<file path="config.mk">
export PLATFORM = sky130hd
export DESIGN_NAME = coin_session_ctrl
export DESIGN_NICKNAME = d
export VERILOG_FILES = /design/src/rtl/coin_pkg.sv /design/src/rtl/coin_timeout_timer.sv /design/src/rtl/coin_session_ctrl.sv
export SDC_FILE = /design/constraint.sdc
export NUM_CORES = 1
export LEC_CHECK = 0
export BUFFER_PORTS_ARGS = -buffer_cell sky130_fd_sc_hd__buf_2
export CAP_MARGIN = 25
export CORE_MARGIN = 2
export CORE_UTILIZATION = 43
export CTS_CLUSTER_DIAMETER = 150
export DETAILED_ROUTE_END_ITERATION = 7
export SLEW_MARGIN = 20
export SYNTH_ARGS = -nofsm -noshare
export SYNTH_HDL_FRONTEND = slang
export SYNTH_SLANG_ARGS = --single-unit
</file>
<file path="constraint.sdc">
create_clock -name clk -period 6.8 [get_ports clk]
set_input_delay 0.34 -clock clk [delete_from_list [all_inputs] [get_ports clk]]
set_output_delay 0.34 -clock clk [all_outputs]
set_load 0.01 [all_outputs]
</file>
<file path="src/rtl/coin_pkg.sv">
// Shared types for the coin session controller: session states,
// coin codes and the code-to-value decoder.
package coin_pkg;

    typedef enum logic [2:0] {
        S_IDLE,
        S_COLLECT,
        S_START,
        S_PLAY,
        S_REFUND
    } session_state_t;

    localparam logic [2:0] COIN_1  = 3'd1;
    localparam logic [2:0] COIN_2  = 3'd2;
    localparam logic [2:0] COIN_5  = 3'd3;
    localparam logic [2:0] COIN_10 = 3'd4;

    typedef struct packed {
        logic       valid;
        logic [3:0] value;
    } coin_val_t;

    function automatic coin_val_t coin_value(input logic [2:0] code);
        coin_val_t r;
        r.valid = 1'b1;
        r.value = 4'd0;
        case (code)
            COIN_1:  r.value = 4'd1;
            COIN_2:  r.value = 4'd2;
            COIN_5:  r.value = 4'd5;
            COIN_10: r.value = 4'd10;
            default: r.valid = 1'b0;
        endcase
        return r;
    endfunction

endpackage

</file>
<file path="src/rtl/coin_timeout_timer.sv">
// Insertion timer: counts enabled cycles since the last clear and
// flags expiry once TIMEOUT_CYC-1 has been reached (built under COIN_TIMEOUT_EN).
module coin_timeout_timer #(
    parameter int unsigned TIMEOUT_CYC = 1000
) (
    input  logic clk,
    input  logic reset,
    input  logic i_clear,
    input  logic i_enable,
    output logic o_expire
);

    localparam int unsigned CNT_W = $clog2(TIMEOUT_CYC);
    localparam logic [CNT_W-1:0] LAST = CNT_W'(TIMEOUT_CYC - 1);

    logic [CNT_W-1:0] r_cnt;
    logic             w_last;

    assign w_last   = (r_cnt == LAST);
    assign o_expire = i_enable && w_last;

    // Saturates at LAST so a held expiry never wraps.
    always_ff @(posedge clk or posedge reset) begin
        if (reset) begin
            r_cnt <= '0;
        end else if (i_clear) begin
            r_cnt <= '0;
        end else if (i_enable && !w_last) begin
            r_cnt <= r_cnt + CNT_W'(1);
        end
    end

endmodule

</file>
<file path="src/rtl/coin_session_ctrl.sv">
// Coin session sequencer: credit accumulation, game start/eat and refund/spit.
// Define COIN_TIMEOUT_EN to build the insertion timer and timeout refund.
module coin_session_ctrl
    import coin_pkg::*;
#(
    parameter int unsigned PRICE       = 4,
    parameter int unsigned CREDIT_W    = 8,
    parameter int unsigned TIMEOUT_CYC = 1000
) (
    input  logic                clk,
    input  logic                reset,
    input  logic                coin_insert,
    input  logic [2:0]          inserted_coin,
    input  logic                return_coin,
    input  logic                game_finish,
    output logic                wait_ready,
    output logic                game_active,
    output logic                game_start,
    output logic                eat_coins,
    output logic                spit_coin,
    output logic                coin_reject,
    output logic [CREDIT_W-1:0] credit
);

    localparam logic [CREDIT_W:0]   PRICE_X = (CREDIT_W + 1)'(PRICE);
    localparam logic [CREDIT_W-1:0] PRICE_C = CREDIT_W'(PRICE);

    session_state_t      r_state;
    session_state_t      w_next;
    logic [CREDIT_W-1:0] r_credit;
    logic [CREDIT_W-1:0] w_credit_next;
    logic                r_reject;
    coin_val_t           w_coin;
    logic [CREDIT_W:0]   w_sum;
    logic [CREDIT_W:0]   w_total;
    logic                w_open;
    logic                w_accept;
    logic                w_expire;

    assign w_coin   = coin_value(inserted_coin);
    assign w_sum    = {1'b0, r_credit} + (CREDIT_W + 1)'(w_coin.value);
    assign w_open   = (r_state == S_IDLE) || (r_state == S_COLLECT);
    assign w_accept = coin_insert && w_coin.valid && !return_coin
                   && !w_sum[CREDIT_W] && w_open;
    assign w_total  = w_accept ? w_sum : {1'b0, r_credit};

`ifdef COIN_TIMEOUT_EN
    coin_timeout_timer #(
        .TIMEOUT_CYC(TIMEOUT_CYC)
    ) u_timer (
        .clk      (clk),
        .reset    (reset),
        .i_clear  ((r_state != S_COLLECT) || w_accept),
        .i_enable (r_state == S_COLLECT),
        .o_expire (w_expire)
    );
`else
    logic w_unused_timeout;
    assign w_unused_timeout = (TIMEOUT_CYC != 0);
    assign w_expire         = 1'b0;
`endif

    always_comb begin
        w_next        = r_state;
        w_credit_next = r_credit;
        case (r_state)
            S_IDLE: begin
                if (w_accept) begin
                    w_credit_next = w_total[CREDIT_W-1:0];
                    w_next = (w_total >= PRICE_X) ? S_START : S_COLLECT;
                end
            end
            S_COLLECT: begin
                // Return wins over any coin or pending credit this cycle.
                if (return_coin) begin
                    w_next = S_REFUND;
                end else begin
                    w_credit_next = w_total[CREDIT_W-1:0];
                    if (w_total >= PRICE_X) begin
                        w_next = S_START;
                    end else if (!w_accept && w_expire) begin
                        w_next = S_REFUND;
                    end
                end
            end
            S_START: begin
                w_next        = S_PLAY;
                w_credit_next = r_credit - PRICE_C;
            end
            S_PLAY: begin
                if (game_finish) begin
                    w_next = (r_credit == '0) ? S_IDLE : S_COLLECT;
                end
            end
            S_REFUND: begin
                w_next        = S_IDLE;
                w_credit_next = '0;
            end
            default: begin
                w_next        = S_IDLE;
                w_credit_next = '0;
            end
        endcase
    end

    always_ff @(posedge clk or posedge reset) begin
        if (reset) begin
            r_state  <= S_IDLE;
            r_credit <= '0;
            r_reject <= 1'b0;
        end else begin
            r_state  <= w_next;
            r_credit <= w_credit_next;
            r_reject <= coin_insert && !w_accept;
        end
    end

    assign wait_ready  = (r_state == S_IDLE);
    assign game_active = (r_state == S_PLAY);
    assign game_start  = (r_state == S_START);
    assign eat_coins   = (r_state == S_START);
    assign spit_coin   = (r_state == S_REFUND);
    assign coin_reject = r_reject;
    assign credit      = r_credit;

endmodule
</file>
==> impl_summary.log <==
[metrics] arrival time reported for the critical path endpoint: 2.75 ns
[metrics] wire per inst: 14.2 microns
[metrics] Crit Path Class: reg -> reg
[metrics] Filler Cells Inserted: 244
[metrics] Initial DRC Count: 38
[metrics] initial cell density of the core: 45.7%
[metrics] number of clock sinks seen by CTS: 12
[metrics] Syn-to-layout area delta: 11.9%
[metrics] worst setup skew after layout: 0.00256 ns
[metrics] Non-Filler Cell Area, Final: 1280 sq um
[metrics] Ys Warns: 0
[metrics] synthesized-area fraction occupied by adder cells: 8.32%
[metrics] XOR/XNOR share of the synthesized area: 2.30%
[metrics] Final setup violation count: 0
[metrics] cells traversed along the worst timing path: ha_1 > inv_1 > fa_1 > nand2b_1 > a211oi_1 > nor3b_4 > mux2_4 > o311ai_1 > o311a_1
[metrics] count of pins over their slew limit: 0
[metrics] number of nets produced by synthesis: 159
[metrics] CTS Buffer Depth: 2
[metrics] largest fanout on the critical path: 7
[metrics] number of detailed-route iterations in the first pass: 4
[metrics] number of antenna repair diodes: 0
[metrics] number of input and output port buffers inserted: 21
[metrics] ratio of cells with drive above 1 in the final layout: 21.4%
[metrics] count of buffering cells on the critical path with inverters included: 1
[metrics] area taken by flip-flops and latches: 300 sq um
[metrics] Setup Total Neg Slack: 0 ns
[metrics] #FFs+latches synth: 12
[metrics] final non-filler cell total: 189
[metrics] share of the synthesized area in compound gates (AO/OA/AOI/OAI): 21.4%
[metrics] post-route clock period utilization: 37.9%
[metrics] average footprint of a synthesized cell: 7.94 sq um
[metrics] crit path launch type: register
[metrics] die width: 55.6 microns
[metrics] via count of the first global-routing pass: 1000
[metrics] Leak: 0.571 nW
[metrics] Core Box Area: 2500 sq um
[metrics] clk_lat worst skew: 0.28 ns
[metrics] status: finished clean
[metrics] overall power: 0.000539 W
[metrics] cell area power density: 421 nW/um^2
[metrics] simple-gate share of the synthesized area: 30.4%
[metrics] Multi-input gate area: 771 sq um
[metrics] drc violations: 0
[metrics] Final Net Count: 175
[metrics] Root Buffer: clkbuf_4
[metrics] clock tree from TritonCTS: yes
[metrics] count of flip-flops with a built-in enable after synthesis: 0
[metrics] number of placed cells counting well taps: 185
[metrics] Detail Placement HPWL: 2020 microns
[metrics] unrepaired setup endpoints after global routing: no
[metrics] pin count of the biggest net entering global routing: 15
[metrics] Area after DPL: 1240 sq um
[metrics] cell type contributing the most total cell area after synthesis: dfrtp_1
[metrics] Hold/Removal Path Class: in -> async
[metrics] Yosys top cell area share: 26.3%
[metrics] Synth Instances: 144
[metrics] highest-count cells in the layout ignoring fill and taps: buf_2, nor2_1, dfrtp_1
[metrics] critical path capture point type: register
[metrics] slowest library cell on the worst path: dfrtp_1
[metrics] count of cells resized by post-cts repair: 0
[metrics] grt ovf: 0
[metrics] die height: 55.6 microns
[metrics] clock period minus worst slack: 2.58 ns
[metrics] global placement routability congestion: 0.845
[metrics] count of standard-cell rows: 18
[metrics] total global-route track usage: 19.3%
[metrics] measured slew at the worst slew-check pin: 0.500 ns
[metrics] Area contributors post-synth: dfrtp_1, ha_1, nor2_1, o21ai_0, nor2b_1
[metrics] vias post-DR: 1090
[metrics] clock transition at the registers of the reported paths: 0.09 ns
[metrics] synth unique cells: 47
[metrics] total length of routed wires: 2680 microns
[metrics] Req. time, crit path: 6.97 ns
[metrics] maximum single-stage delay on the critical path: 0.41 ns
[metrics] remaining antenna violation count: 0
[metrics] global-route wire length before repair: 4750 microns
[metrics] worst max-slew margin expressed relative to the limit: 66.6%
[metrics] number of buffers created by CTS: 3
[metrics] initial antenna violation count: 0
[metrics] average via count per standard cell: 5.77
[metrics] maximum vdd ir drop: 222 uV
[metrics] number of H-tree levels: 1
[metrics] Die Area: 3090 sq um
[metrics] top-level port count: 22
[metrics] main flop type after synthesis: dfrtp_1
[metrics] maximum capacitance violations: 0
[metrics] crit-path leading delay family: compound AO/OA/AOI/OAI gates
[metrics] fraction of registers with async set or reset after synthesis: 100%
[metrics] number of buffers inserted for hold repair after clock tree synthesis: 0
[metrics] dominant combinational cell family by area after synthesis: simple AND/OR/NAND/NOR gates
[metrics] post-route worst hold slack: 0.0669 ns
[metrics] most common library cell in the layout ignoring fill and taps: buf_2
[metrics] portion of the post-synthesis area used by sequential elements: 26.3%
[metrics] area of the mapped netlist: 1140 sq um
[metrics] number of buffers added for setup after CTS: 0
[metrics] multiplexer share of the synthesized area: 4.92%
[metrics] highest achievable clock rate: 388 MHz
[metrics] hold violation count in the final report: 0
cell type report:
class                           instances  area share, %
Clock buffer                            4           2.83
Multi-Input combinational cell        114           60.2
Tap cell                               30           2.93
Sequential cell                        12           23.5
Timing Repair Buffer                   21           8.21
Inverter                                8           2.35
through the flow:
stage / setup WS [ns] / util [%]
detailed placement: 3.95 / 49.7
floorplan: 4.26 / -
finish: 4.22 / 51.2
global placement: 3.98 / 49.7
global route: 4.05 / 51.2
CTS: 4.21 / 51.2
kinds of logic after synthesis:
| logic type | after synthesis |
|---|---|
| buf+inv | 18 |
| fa+ha+maj | 7 |
| mux | 5 |
| xor+xnor | 3 |
| flops | 12 |
| compound gates | 36 |
| simple gates | 63 |
synthesized netlist by cell type (all sizes together) (3+ instances only):
library cell / n
nor2: 19
dfrtp: 12
o21ai: 11
clkbuf: 8
inv: 8
nand2: 7
a21oi: 6
ha: 6
nor2b: 6
nor3: 6
nor3b: 4
a211oi: 3
mux2i: 3
nand3: 3
nand4: 3
or2: 3
registers in the layout (all words and copies together), names as in the netlist:
name         flops
credit           8
r_state          3
coin_reject      1
power by group:
group	internal, W	switching [W]	total, W
clock	0.0000326	0.0000278	0.0000604
combinational	0.000141	0.000173	0.000314
sequential	0.000100	0.0000647	0.000165
total	0.000274	0.000265	0.000539
layer usage:
layer	track usage, %	vias up	wire length [microns]
met5	0	-	0
met1	28.3	503	1290
met2	27.4	35	1180
met3	2.79	5	172
li1	-	547	-
met4	9.76	0	42
worst paths after layout:
path / depth (start not counted) / to / slack [ns] / start
max: 9 / r_state[1] / 4.22 / credit[0]
min: 2 / r_state[0] / 0.07 / reset
max reg2reg: 9 / r_state[1] / 4.22 / credit[0]
min reg2reg: 1 / credit[3] / 0.61 / credit[3]
max in group asynchronous: 2 / credit[3] / 6.40 / reset
min in group clk: 2 / coin_reject / 0.30 / coin_insert
(Power assumes the default switching activity.)
